===== src/rtl/onehot_decoder_reg.sv =====
// Registered one-hot to index decoder with valid/ready handshakes on both sides.
// Malformed words (two or more bits set) are decoded as index 0, flagged on
// err_out, and counted in a saturating error counter.
`timescale 1ns/1ps

module onehot_decoder_reg #(
  parameter int unsigned USE_GRAY  = 0,
  parameter int unsigned ERR_CNT_W = 8
) (
  input  logic                 clk,
  input  logic                 rst,
  input  logic                 in_valid,
  output logic                 in_ready,
  input  logic [6:0]           onehot_in,
  output logic                 out_valid,
  input  logic                 out_ready,
  output logic [2:0]           code_out,
  output logic                 err_out,
  output logic [ERR_CNT_W-1:0] err_cnt,
  input  logic                 clr_err
);

  localparam int unsigned IN_W   = 7;
  localparam int unsigned CODE_W = 3;
  localparam int unsigned POP_W  = 3;
  localparam logic [ERR_CNT_W-1:0] CNT_MAX = '1;

  typedef enum logic {
    EMPTY = 1'b0,
    FULL  = 1'b1
  } state_t;

  state_t state_q;
  state_t state_d;

  logic              accept;
  logic              pop;
  logic [POP_W-1:0]  pop_cnt;
  logic [CODE_W-1:0] dec_idx;
  logic [CODE_W-1:0] dec_code;
  logic              dec_err;
  logic [ERR_CNT_W-1:0] err_cnt_d;

  // Handshake qualifiers; the output slot frees up in the same cycle it is popped.
  always_comb begin
    in_ready = (state_q == EMPTY) || out_ready;
    accept   = in_valid && in_ready;
    pop      = (state_q == FULL) && out_ready;
  end

  // Output slot occupancy: fill on accept, drain on pop without a refill.
  always_comb begin
    state_d = state_q;
    case (state_q)
      EMPTY: if (accept) state_d = FULL;
      FULL:  if (pop && !accept) state_d = EMPTY;
      default: state_d = EMPTY;
    endcase
  end

  // State register.
  always_ff @(posedge clk or posedge rst) begin
    if (rst) state_q <= EMPTY;
    else     state_q <= state_d;
  end

  assign out_valid = (state_q == FULL);

  // Population count and position decode of the incoming word.
  always_comb begin
    pop_cnt = '0;
    dec_idx = '0;
    for (int unsigned k = 0; k < IN_W; k++) begin
      pop_cnt = pop_cnt + POP_W'(onehot_in[k]);
      if (onehot_in[k]) dec_idx = CODE_W'(k + 1);
    end
  end

  // Final code: malformed words force index 0; optional Gray mapping.
  always_comb begin
    dec_err  = (pop_cnt >= POP_W'(2));
    dec_code = '0;
    if (!dec_err) begin
      if (USE_GRAY != 0) dec_code = dec_idx ^ (dec_idx >> 1);
      else               dec_code = dec_idx;
    end
  end

  // Output payload register; loads only on accept so it holds under backpressure.
  always_ff @(posedge clk or posedge rst) begin
    if (rst) begin
      code_out <= '0;
      err_out  <= 1'b0;
    end else if (accept) begin
      code_out <= dec_code;
      err_out  <= dec_err;
    end
  end

  // Error count next value: clear first, then a saturating increment per malformed accept.
  always_comb begin
    err_cnt_d = err_cnt;
    if (clr_err) err_cnt_d = '0;
    if (accept && dec_err && (err_cnt_d != CNT_MAX)) err_cnt_d = err_cnt_d + ERR_CNT_W'(1);
  end

  // Error counter register.
  always_ff @(posedge clk or posedge rst) begin
    if (rst) err_cnt <= '0;
    else     err_cnt <= err_cnt_d;
  end

endmodule

===== config.mk =====
export PLATFORM = sky130hd
export DESIGN_NAME = onehot_decoder_reg
export DESIGN_NICKNAME = d
export VERILOG_FILES = /design/src/rtl/onehot_decoder_reg.sv
export SDC_FILE = /design/constraint.sdc
export NUM_CORES = 1
export LEC_CHECK = 0
export ABC_CLOCK_PERIOD_IN_PS = 2300
export BUFFER_PORTS_ARGS = -buffer_cell sky130_fd_sc_hd__buf_2
export CAP_MARGIN = 20
export CORE_MARGIN = 3
export CORE_UTILIZATION = 49
export DETAILED_ROUTE_END_ITERATION = 16
export PLACE_DENSITY = 0.77
export SYNTH_ARGS = -nofsm -noshare
export SYNTH_HDL_FRONTEND = slang
export SYNTH_SLANG_ARGS = --single-unit

===== constraint.sdc =====
create_clock -name clk -period 2.3 [get_ports clk]
set_input_delay 0 -clock clk [delete_from_list [all_inputs] [get_ports clk]]
set_output_delay 0 -clock clk [all_outputs]
set_load 0.01 [all_outputs]

==> summary.txt, run 1 <==
RSZ-0062 raised after global routing = yes
Clock Latency Late Sink = 0.27 ns
F_max = 0.366 GHz
Fin Setup TNS = -3.78 ns
WHS = 0.0481 ns
Vias = 807
Critical path type = primary input to flop
Vias/cell = 5.68
CTS tree = yes
First-pass GRT wire length = 3280 microns
Area grow syn2layout = 51.9%
Initial Util = 0.534
Outcome = finished, violations left
I/O pin count = 26
Worst Skew = 0.000973 ns
Slew headroom = 0.536
Setup-failing EPs final = 12
Clock Pin Slew Worst Setup and Hold Paths = 0.09 ns
Dpl cells = 128
Pre-CTS setup slack = -0.718 ns
Area contributors post-synth = dfrtp_1 (39%), fa_1 (7.2%), ha_1 (4.5%), o41ai_1 (4.2%), inv_1 (4.1%)
Initial antenna violation count = 0
Leading cell types in the layout, fill and taps excluded = buf_2 (24), dfrtp_1 (13), buf_4 (11)
Worst Max-Slew Pin Slew = 0.691 ns
CTS H-tree lvls = 1
Worst-path fanout max = 5
Die Wd = 47.2 microns
Clock Sinks = 13
Syn. warnings = 0
Fin. Hold Viols = 0
DR iter-0 viols = 20
Mux contribution to synthesized area = 0.0301
Power density over the cells = 605 nW/um^2
Height of the die = 47.2 microns
Worst IR Drop VDD = 0.000538 V
Port-buffer cells = 25
Average wire per standard cell = 16.1 microns
Most common cell after layout, fill and taps aside = buf_2
Post-Layout Cell Count = 142
XOR/XNOR Fraction of Synth Area = 0.0421
P_leak = 0.664 nW
CTS Buffer Depth = 2
CTS Buf Count = 3
Max-Cap Viols = 0
Largest family of logic cells by synthesized area = simple AND/OR/NAND/NOR gates
N_diodes = 0
Min cycle time layout = 2.73 ns
Overflow after GRT = 0
Synth Area in Compound Gates = 0.117
Post-Syn Nets = 97
Die footprint = 2230 sq um
Slew Viols, Final = 0
Synth top area share = 0.391
Yosys cell types = 30
Detailed Routing Iterations Pass 1 = 4
Hold Crit Class = primary input to flop
Data arrival, critical path = 2.94 ns
Mapped Cells = 79
Final net count = 145
Adder-cell share of the synthesized area = 0.117
Sequential share of the synthesized area = 0.391
Syn avg cell area = 10.5 sq um
Final period util = 1.19
Hold depth = 2
Cell taking the most area after synthesis = dfrtp_1
Post-Synth Simple-Gate Area = 0.262
Final wirelength = 2290 microns
Critical Path Sink Type = flop
Share of cells above drive strength 1 = 0.508
Row cnt = 14
Util after Layout = 0.811
Final setup margin = -0.431 ns
Global placer's final weighted congestion = 0.806
Core ar. = 1560 sq um
Total track usage = 0.209
CP startpoint kind = primary input
Antenna viol nets, final = 0
Hpwl dp = 1430 microns
Post-Syn Area = 832 sq um
Clock root buffer = clkbuf_4
Violated checks = setup timing
Reg2Reg Depth = 6
Number of synthesized register bits = 13
Vias in the first global route = 744
DRC viols = 0
CP required = 2.51 ns
Pin count of the biggest net entering global routing = 14
critical path, stage by stage:
cell	delay [ns]
buf_8	0.10
fa_1	0.53
inv_1	0.05
fa_1	0.47
inv_1	0.04
ha_1	0.28
a21o_1	0.18
fa_2	0.58
o211ai_4	0.12
or4_1	0.44
a21oi_1	0.14
per-layer routing:
metal / GRT usage / share of wire / up-vias
met2: 0.379 / 0.54 / 22
met5: 0 / 0 / -
li1: - / - / 379
met4: 0.0331 / 0.013 / 0
met1: 0.262 / 0.40 / 402
met3: 0.0383 / 0.042 / 4
where the power goes:
group	internal, mW	switching (mW)
clock network	0.0644	0.0814
registers	0.259	0.0172
logic	0.177	0.166
what timing repair did:
action,4_1_cts,5_1_grt
endpoints found under the hold margin,14,0
cloned,1,0
endpoints found under the setup margin,12,12
pin swaps,6,1
gates resized for setup,15,5
hold buffers,2,0
setup buffers,3,4
logic make-up after synthesis:
family / Yosys count
compound gates: 11
xor+xnor: 4
fa+ha+maj: 6
buf+inv: 9
flops: 13
mux: 2
simple gates: 34
stage by stage:
step                      power (mW)  area, sq um
after floorplan                0.409          835
after global placement         0.499         1040
after detailed placement       0.506         1040
after CTS                      0.696         1200
after global routing           0.813         1260
final                          0.765         1260
worst paths after layout:
kind	startpoint	end	slack (ns)
worst max-delay path	onehot_in[0]	err_cnt[4]	-0.43
worst min-delay path	in_valid	out_valid	0.05
worst max register to register	err_cnt[1]	err_cnt[1]	0.20
worst min register to register	err_out	err_out	0.48
max in group asynchronous	rst	err_cnt[5]	1.68
min in group asynchronous	rst	out_valid	0.28
registers in the layout (all words and copies together), names as in the netlist:
name and cells:
code_out 3, err_cnt 8, err_out 1, out_valid 1
synth_stat cells:
| master | instances |
|---|---|
| and2b_2 | 2 |
| nor4_4 | 1 |
| fa_1 | 3 |
| o31ai_1 | 1 |
| mux2i_1 | 1 |
| o211ai_4 | 1 |
| xnor2_1 | 3 |
| a21oi_1 | 2 |
| xor2_1 | 1 |
| nand3_1 | 4 |
| nor4_1 | 2 |
| mux2_4 | 1 |
| inv_1 | 9 |
| nand2b_1 | 1 |
| or2_1 | 1 |
| nor3_1 | 4 |
| nor2_1 | 3 |
| ha_1 | 3 |
| nand3b_4 | 1 |
| nand3_2 | 1 |
| dfrtp_1 | 13 |
| o21bai_1 | 1 |
| o41ai_1 | 4 |
| o311ai_0 | 1 |
| nor3b_1 | 1 |
| nand2_1 | 9 |
| a21o_1 | 1 |
| nor2_2 | 1 |
| nand2b_2 | 2 |
| or4_1 | 1 |
final cells by class:
cell class | instances | area [sq um]
Timing Repair Buffer | 42 | 283
Tap cell | 16 | 20.0
Clock inverter | 1 | 5.00
Multi-Input combinational cell | 58 | 574
Clock buffer | 3 | 22.5
Sequential cell | 13 | 325
Inverter | 9 | 33.8
Fill cell | 96 | 295
Note: power is estimated with default switching activity, not from simulation.
==> run 2: changes to the inputs <==
--- a/config.mk
+++ b/config.mk
@@ -5,11 +5,12 @@
 export SDC_FILE = /design/constraint.sdc
 export NUM_CORES = 1
 export LEC_CHECK = 0
+export ABC_AREA = 1
 export ABC_CLOCK_PERIOD_IN_PS = 2300
 export BUFFER_PORTS_ARGS = -buffer_cell sky130_fd_sc_hd__buf_2
 export CAP_MARGIN = 20
 export CORE_MARGIN = 3
-export CORE_UTILIZATION = 49
+export CORE_UTILIZATION = 50
 export DETAILED_ROUTE_END_ITERATION = 16
 export PLACE_DENSITY = 0.77
 export SYNTH_ARGS = -nofsm -noshare
==> summary.txt, run 2 <==
Hpwl dp = 1560 microns (+9.0%)
Outcome = finished, violations left
Syn avg cell area = 7.36 sq um (-30%)
Fin Setup TNS = -1.07 ns (+2.71 ns)
CTS Buf Count = 3 (unchanged)
Worst-path fanout max = 3 (-2)
First-pass GRT wire length = 3370 microns (+3.0%)
Height of the die = 48.7 microns (+3.2%)
Share of cells above drive strength 1 = 0.281 (-0.227)
N_diodes = 0 (unchanged)
Post-synth EDFFs = 0 (unchanged)
Vias = 875 (+8.4%)
Setup-failing EPs final = 11 (-1)
Vias/cell = 4.76 (-16%)
Mapped Cells = 124 (+57%)
CP startpoint kind = primary input
Number of synthesized register bits = 13 (unchanged)
CTS H-tree lvls = 1 (unchanged)
Worst Hold End = code_out[2]
Synth top area share = 0.357 (-0.0343)
Main synth FF type = dfrtp_1
Area contributors post-synth = dfrtp_1 (36%), nand2_1 (18%), inv_1 (8.6%), fa_1 (6.6%), nand3_1 (4.9%)
Port-buffer cells = 25 (unchanged)
Slew headroom = 0.667 (+0.130)
Post-Layout Cell Count = 184 (+30%)
Die Wd = 48.7 microns (+3.2%)
F_max = 0.412 GHz (+13%)
Reg2Reg Depth = 10 (+4)
Most frequent cell after synthesis = nand2_1
Global placer's final weighted congestion = 0.814 (+1.1%)
Worst r2r src = err_cnt[0]
Top cells by count, synth = nand2_1 (43), inv_1 (21), dfrtp_1 (13), nor2_1 (10), nand3_1 (9)
Worst IR Drop VDD = 0.000286 V (-47%)
WL met2 = 1010 microns (-19%)
Min cycle time layout = 2.43 ns (-0.304 ns)
RSZ-0062 raised after global routing = yes
Post-Syn Nets = 142 (+46%)
Dpl cells = 176 (+38%)
Clock Sinks = 13 (unchanged)
Sequential share of the synthesized area = 0.357 (-0.0343)
P_leak = 0.678 nW (+2.1%)
Power density over the cells = 536 nW/um^2 (-11%)
Leading cell types in the layout, fill and taps excluded = nand2_1 (42), buf_2 (24), inv_1 (21)
Most common cell after layout, fill and taps aside = nand2_1
Top layer in use = met4
Yosys cell types = 22 (-27%)
Max-Cap Viols = 0 (unchanged)
CTS Buffer Depth = 2 (unchanged)
Antenna viol nets, final = 0 (unchanged)
I/O pin count = 26 (unchanged)
WHS = 0.00609 ns (-0.0420 ns)
Row cnt = 14 (unchanged)
Pre-CTS setup slack = -0.489 ns (+0.229 ns)
M1 WL = 912 microns (-1.1%)
Ys async rst share = 1.00 (unchanged)
Critical path type = primary input to flop
Setup slack, reg-to-reg = 0.64 ns (+0.44 ns)
Fin. Hold Viols = 0 (unchanged)
Syn. warnings = 0 (unchanged)
Clock Latency Late Sink = 0.28 ns (about the same)
Post-Syn Area = 912 sq um (+9.6%)
DR iter-0 viols = 11 (-45%)
Overflow after GRT = 0 (unchanged)
Hold_sp = onehot_in[5]
Final setup margin = -0.127 ns (+0.304 ns)
Final period util = 1.06 (-0.132)
Clock root buffer = clkbuf_4
DP Area = 1090 sq um (+5.1%)
Post-route design area = 1180 sq um (-6.7%)
Worst Max-Slew Pin Slew = 0.500 ns (-0.191 ns)
DRC viols = 0 (unchanged)
Pin count of the biggest net entering global routing = 14 (unchanged)
Vias in the first global route = 811 (+9.0%)
Worst setup startpoint = onehot_in[0]
Data arrival, critical path = 2.61 ns (-0.33 ns)
Top Registers = err_cnt x8, code_out x3
Final net count = 179 (+23%)
Critical Path Sink Type = flop
FF-to-FF End = err_cnt[7]
Hold Crit Class = primary input to flop
Met3 wire length = 143 microns (+47%)
Detailed Routing Iterations Pass 1 = 4 (unchanged)
CP required = 2.48 ns (-0.03 ns)
Slew Viols, Final = 0 (unchanged)
Number of flip-flops in the largest register = 8 (unchanged)
Initial Util = 0.566 (+0.0323)
Total track usage = 0.180 (-0.0292)
Violated checks = setup timing
Cell taking the most area after synthesis = dfrtp_1
Initial antenna violation count = 0 (unchanged)
Average wire per standard cell = 11.3 microns (-30%)
Hold depth = 3 (+1)
CTS tree = yes
Area grow syn2layout = 29.2%
Clock Pin Slew Worst Setup and Hold Paths = 0.09 ns (about the same)
Die footprint = 2370 sq um (+6.5%)
Core ar. = 1610 sq um (+3.4%)
Worst Skew = 0.00713 ns (+0.00616 ns)
Final wirelength = 2070 microns (-9.4%)
Top reg by flops = err_cnt
-- run 2: cell type report --
type                            instances  area [sq um]
Tap cell                               24          30.0
Timing Repair Buffer                   32           195
Sequential cell                        13           325
Fill cell                             144           433
Clock buffer                            4          26.3
Multi-Input combinational cell         88           508
Inverter                               23          93.8
-- run 2: layer usage --
layer / vias to the layer above / GRT usage
met5: - / 0
met4: 0 / 0.0616
met3: 2 / 0.0307
met2: 32 / 0.299
met1: 389 / 0.236
li1: 452 / -
-- run 2: where the power goes --
part           switching, mW  internal [mW]
Combinational          0.125         0.0874
Sequential            0.0169          0.257
Clock                 0.0791         0.0672
Total                  0.221          0.411
-- run 2: worst max-delay path by stage --
stage	end	slack, ns	cells after the start
after floorplan	err_cnt[0]	-0.22	13
after global placement	err_cnt[1]	-0.41	14
after detailed placement	err_cnt[2]	-0.49	14
after CTS	err_cnt[4]	-0.12	14
after global routing	err_cnt[4]	-0.26	14
final	err_cnt[6]	-0.13	14
-- run 2: what timing repair did --
item	4_1_cts	5_1_grt
endpoints found under the setup margin	11	11
cloned	0	0
hold endpoints to repair	14	0
hold buffers	3	0
gates resized for setup	3	2
setup buffers	0	1
pin swaps	4	4
-- run 2: stage by stage --
step	util	power [mW]
after global routing	0.731	0.676
after floorplan	-	0.401
after detailed placement	0.678	0.472
final	0.731	0.632
after global placement	0.678	0.464
after CTS	0.721	0.630
-- run 2: cell families after synthesis --
family,Yosys count,synth area share
AO/OA/AOI/OAI,7,0.0439
XOR/XNOR,3,0.0288
adder cells (fa/ha/maj),6,0.107
buffers and inverters,23,0.103
flip-flops,13,0.357
AND/OR/NAND/NOR,72,0.361
-- run 2: worst max-delay path: stages --
cell	delay [ns]
buf_8	0.10
fa_1	0.52
inv_1	0.05
fa_1	0.47
inv_1	0.04
ha_1	0.26
a21o_1	0.16
fa_1	0.54
nor2_4	0.06
nor2_4	0.13
buf_4	0.13
nand3_2	0.06
nand2_1	0.08
inv_1	0.03
